File: config.mk
export PLATFORM = sky130hd
export DESIGN_NAME = regfile_writeback_ctrl
export DESIGN_NICKNAME = d
export VERILOG_FILES = /design/src/rtl/regfile_writeback_ctrl.sv
export SDC_FILE = /design/constraint.sdc
export NUM_CORES = 1
export LEC_CHECK = 0
export ABC_AREA = 0
export CAP_MARGIN = 25
export CORE_UTILIZATION = 39
export CTS_CLUSTER_DIAMETER = 60
export DETAILED_ROUTE_END_ITERATION = 12
export DONT_BUFFER_PORTS = 1
export PLACE_DENSITY = 0.54
export SETUP_SLACK_MARGIN = 0.15
export SYNTH_ARGS = -nofsm -noshare
export SYNTH_HDL_FRONTEND = slang
export SYNTH_SLANG_ARGS = --single-unit
export TNS_END_PERCENT = 1
File: constraint.sdc
create_clock -name Clk -period 2.7 [get_ports Clk]
set_input_delay 0.54 -clock Clk [delete_from_list [all_inputs] [get_ports Clk]]
set_output_delay 0.54 -clock Clk [all_outputs]
set_load 0.05 [all_outputs]
File: src/rtl/regfile_writeback_ctrl.sv
// Register-file write master: queues writeback requests in a small FIFO, issues them
// in order onto the registered write port and flags read-after-write hazards.
module regfile_writeback_ctrl #(
   parameter int DEPTH = 4,
   parameter int DW    = 32,
   parameter int AW    = 5
) (
   input  logic                     Clk,
   input  logic                     Reset,
   input  logic                     Flush,
   input  logic                     In_Valid,
   output logic                     In_Ready,
   input  logic [AW-1:0]            In_Reg_Num,
   input  logic [DW-1:0]            In_Data,
   input  logic                     Wb_Enable,
   output logic                     RegWrite,
   output logic [AW-1:0]            Write_Reg_Num,
   output logic [DW-1:0]            Write_Data,
   input  logic [AW-1:0]            Read_Reg_Num1,
   input  logic [AW-1:0]            Read_Reg_Num2,
   output logic                     Hazard_1,
   output logic                     Hazard_2,
   output logic [$clog2(DEPTH):0]   Count,
   output logic                     Empty,
   output logic                     Full
);
   localparam int PW = $clog2(DEPTH);
   localparam int CW = PW + 1;

   logic [AW-1:0] r_reg_mem  [DEPTH];
   logic [DW-1:0] r_data_mem [DEPTH];
   logic [PW-1:0] r_wr_ptr;
   logic [PW-1:0] r_rd_ptr;
   logic [CW-1:0] r_count;
   logic          r_reg_write;
   logic [AW-1:0] r_wr_num;
   logic [DW-1:0] r_wr_data;

   logic          w_full;
   logic          w_empty;
   logic          w_accept;
   logic          w_push;
   logic          w_pop;
   logic          w_hit1;
   logic          w_hit2;
   logic [PW-1:0] w_idx;

   assign w_full   = (r_count == CW'(DEPTH));
   assign w_empty  = (r_count == '0);
   assign In_Ready = !w_full && !Flush && !Reset;
   assign w_accept = In_Valid && In_Ready;
   // Writes to register 0 are consumed without occupying a slot.
   assign w_push   = w_accept && (In_Reg_Num != '0);
   assign w_pop    = !w_empty && Wb_Enable;

   assign RegWrite      = r_reg_write;
   assign Write_Reg_Num = r_wr_num;
   assign Write_Data    = r_wr_data;
   assign Count         = r_count;
   assign Empty         = w_empty;
   assign Full          = w_full;

   // Storage needs no reset: occupancy alone decides which slots are live.
   always_ff @(posedge Clk) begin
      if (w_push) begin
         r_reg_mem[r_wr_ptr]  <= In_Reg_Num;
         r_data_mem[r_wr_ptr] <= In_Data;
      end
   end

   always_ff @(posedge Clk) begin
      if (Reset) begin
         r_wr_ptr    <= '0;
         r_rd_ptr    <= '0;
         r_count     <= '0;
         r_reg_write <= 1'b0;
         r_wr_num    <= '0;
         r_wr_data   <= '0;
      end else if (Flush) begin
         r_wr_ptr    <= '0;
         r_rd_ptr    <= '0;
         r_count     <= '0;
         r_reg_write <= 1'b0;
      end else begin
         r_reg_write <= w_pop;
         if (w_push) begin
            r_wr_ptr <= r_wr_ptr + PW'(1);
         end
         if (w_pop) begin
            r_wr_num  <= r_reg_mem[r_rd_ptr];
            r_wr_data <= r_data_mem[r_rd_ptr];
            r_rd_ptr  <= r_rd_ptr + PW'(1);
         end
         case ({w_push, w_pop})
            2'b10:   r_count <= r_count + CW'(1);
            2'b01:   r_count <= r_count - CW'(1);
            default: r_count <= r_count;
         endcase
      end
   end

   // A read collides with any live slot or with the write currently on the port.
   always_comb begin
      w_hit1 = 1'b0;
      w_hit2 = 1'b0;
      w_idx  = '0;
      for (int i = 0; i < DEPTH; i++) begin
         w_idx = r_rd_ptr + PW'(i);
         if (CW'(i) < r_count) begin
            if (r_reg_mem[w_idx] == Read_Reg_Num1) w_hit1 = 1'b1;
            if (r_reg_mem[w_idx] == Read_Reg_Num2) w_hit2 = 1'b1;
         end
      end
      if (r_reg_write && (r_wr_num == Read_Reg_Num1)) w_hit1 = 1'b1;
      if (r_reg_write && (r_wr_num == Read_Reg_Num2)) w_hit2 = 1'b1;
      Hazard_1 = w_hit1 && (Read_Reg_Num1 != '0);
      Hazard_2 = w_hit2 && (Read_Reg_Num2 != '0);
   end
endmodule

==> reports/qor.yml <==
setup_path:
  crit_chain: "mux4_2 > buf_4 > xor2_1 > nor4_2 > a311oi_2 > a21oi_4 > buf_12"
  required_ns: 2.16
  cp_max_fo: 7
  r2r_cells: 10
  endpoint_kind: "output pin"
  cp.arrival_ns: 2.53
  worstSetupPathType: "reg2out"
  path_delay_family: "multiplexers"
  slowest_stage: "mux4_2"
  worst-path-stages: 7
  cp_num_buf_inv: 2
  worst_setup_path_start_kind: "flop"
  critical-path-max-stage-delay_ns: 0.54
status:
  status: "finished with violations"
  violations: "negative setup slack"
synthesis:
  synth_cell_type_count: 34
  synth-seq-cells: 195
  synth_flop_cell: "edfxtp_1"
  yosysSeqAreaShare_pct: 65.9
  synth.avg_cell_area_sq_um: 15.7
  synth_top_area_share_pct: 54.4
  synthCells: 522
  yosysTopAreaCell: "edfxtp_1"
  synth-async-reset-ratio_pct: 0
  netlist_top_cells_area: "edfxtp_1 (54%), mux4_2 (12%), dfxtp_1 (12%)"
  synth_warnings: 0
  synth_edf_count: 148
  syn_area_sq_um: 8170
  synth_fp_nets: 583
cts:
  cts_root_buf: "clkbuf_16"
  cts.clk_slew.worst_paths_ns: 0.08
  cts.sink_count: 195
  cts.htree.levels: 4
  numCtsBuffers: 17
  clkLatencyLatePin_ns: 0.43
  cts_tree: "done"
  clock_path_buffers: 2
placed_design:
  gp_congestion: 0.838
  dp_hpwl_mm: 11.5
  preCtsSetupSlack_ns: -0.0196
  portBuffers: 0
  dp_cells: 792
power:
  power_w: 0.00611
  irDropWorstVdd_uv: 426
  power_leakage_nw: 2.94
  powerDensity_nw_per_um2: 646
route:
  drtIter0Drc: 201
  drt-pass1-iter-count: 5
  ant_nets: 0
  wl_per_cell_um: 20.8
  via_per_inst: 5.27
  drt_wl_total_mm: 17.2
  route.detailed.drc: 0
  vias: 4363
layout:
  final_common_cell: "edfxtp_1"
  num_antenna_cells: 0
  instances_no_fill: 828
  drive_gt1_share_pct: 27.2
  layout_common_cells: "edfxtp_1 (148), nand2_1 (76), mux4_2 (52)"
  syn_to_final_growth_pct: 15.8
  final_nets: 606
die:
  start_util_pct: 40.1
  core.rowCount: 52
  io_pins: 98
  core-area_sq_um: 20400
  fp.dieH_um: 147
  die_area_sq_um: 21500
  die_w_um: 147
global_routing:
  grt.overflow.total: 0
  grt_pass1_vias: 4663
  grtUsageTotal_pct: 16.9
  antenna_found_initial: 0
  grt_first_pass_wirelength_mm: 26.8
  grt_max_degree: 40
timing:
  slew_violations: 0
  worst_pin_slew_ns: 0.596
  setup_viol: 2
  fin_crit_sh_pct: 114
  layout_setup_ws_ns: -0.370
  fin_skew_ns: 0.0179
  rsz0062_at_grt: "yes"
  hold-worst-slack_ns: 0.173
  period_needed_ns: 3.07
  max_freq_mhz: 326
  maxSlewHeadroom_pct: 60.2
  hold_violations: 0
worst_hold_path:
  hold_path.class: "in2reg"
  holdPathStages: 1
run:
  drv_cap: 0
-- power breakdown --
part           internal, W  switching [W]  total [W]
clock network      0.00148        0.00112    0.00261
registers          0.00325      0.0000466    0.00330
logic            0.0000993       0.000107   0.000206
total              0.00483        0.00128    0.00611
-- flip-flops by register name, indices dropped and copies added, names as in the netlist, named ones only --
name and count:
r_reg_mem 20, r_rd_ptr 2, Count 3, Write_Data 32, Write_Reg_Num 5, RegWrite 1, r_wr_ptr 2, r_data_mem 128
-- metal layers --
metal / routed length [um] / vias to the layer above / track usage, %
li1: - / 2006 / -
met1: 7360 / 2237 / 20.8
met2: 8600 / 99 / 28.5
met3: 939 / 21 / 4.66
met4: 285 / 0 / 5.94
met5: 0 / - / 0
-- through the flow --
stage,util [%],cell area (sq um),TNS [ns]
floorplan,-,8230,0
global placement,43.0,8760,-0.0358
detailed placement,43.0,8760,-0.0335
CTS,46.3,9420,-0.654
global route,46.5,9460,-0.867
finish,46.5,9460,-0.695
-- cells by family (layout without fill, tap and decap cells) --
| kind of cell | after synthesis | after routing | share of synthesized area (%) |
|---|---|---|---|
| AOI/OAI and AO/OA | 52 | 52 | 3.41 |
| xor gates and xnor gates | 55 | 55 | 5.90 |
| adders and majority gates | 9 | 9 | 1.38 |
| buffers and inverters | 40 | 76 | 2.30 |
| DFF | 195 | 195 | 65.9 |
| muxes | 53 | 53 | 14.9 |
| and+or+nand+nor | 118 | 118 | 6.25 |
-- Yosys cell counts, types with 9 or more instances --
| master | n |
|---|---|
| nand2_1 | 77 |
| mux4_1 | 9 |
| mux4_2 | 43 |
| buf_2 | 9 |
| xnor2_1 | 28 |
| nor2_1 | 12 |
| xor2_1 | 27 |
| clkbuf_1 | 19 |
| a21oi_1 | 43 |
| ha_1 | 9 |
| dfxtp_1 | 47 |
| edfxtp_1 | 148 |
-- cell type report --
cell class | count | area [sq um]
inverter | 5 | 18.8
fill | 1791 | 10900
sequential | 195 | 5400
clock inverter | 15 | 194
multi-input combinational | 287 | 2700
tap | 270 | 338
clock buffer | 17 | 425
timing repair buffer | 39 | 388
-- what timing repair did --
action	4_1_cts	5_1_grt
endpoints found under the setup margin	2	3
resized for setup	13	4
pin swaps	1	3
setup buffers	2	2
hold buffers	0	0
-- path summary, 6_finish.rpt --
path | startpoint | end | slack (ns)
worst max register to register | Count[0]$_SDFFE_PP0P_ | Count[2]$_SDFFE_PP0P_ | 0.28
worst min-delay path | Reset | Write_Reg_Num[0]$_SDFFE_PP0P_ | 0.17
worst max-delay path | r_rd_ptr[1]$_SDFFE_PP0P_ | Hazard_2 | -0.37
worst min register to register | Write_Reg_Num[2]$_SDFFE_PP0P_ | Write_Reg_Num[2]$_SDFFE_PP0P_ | 0.52
(Power assumes the default switching activity.)
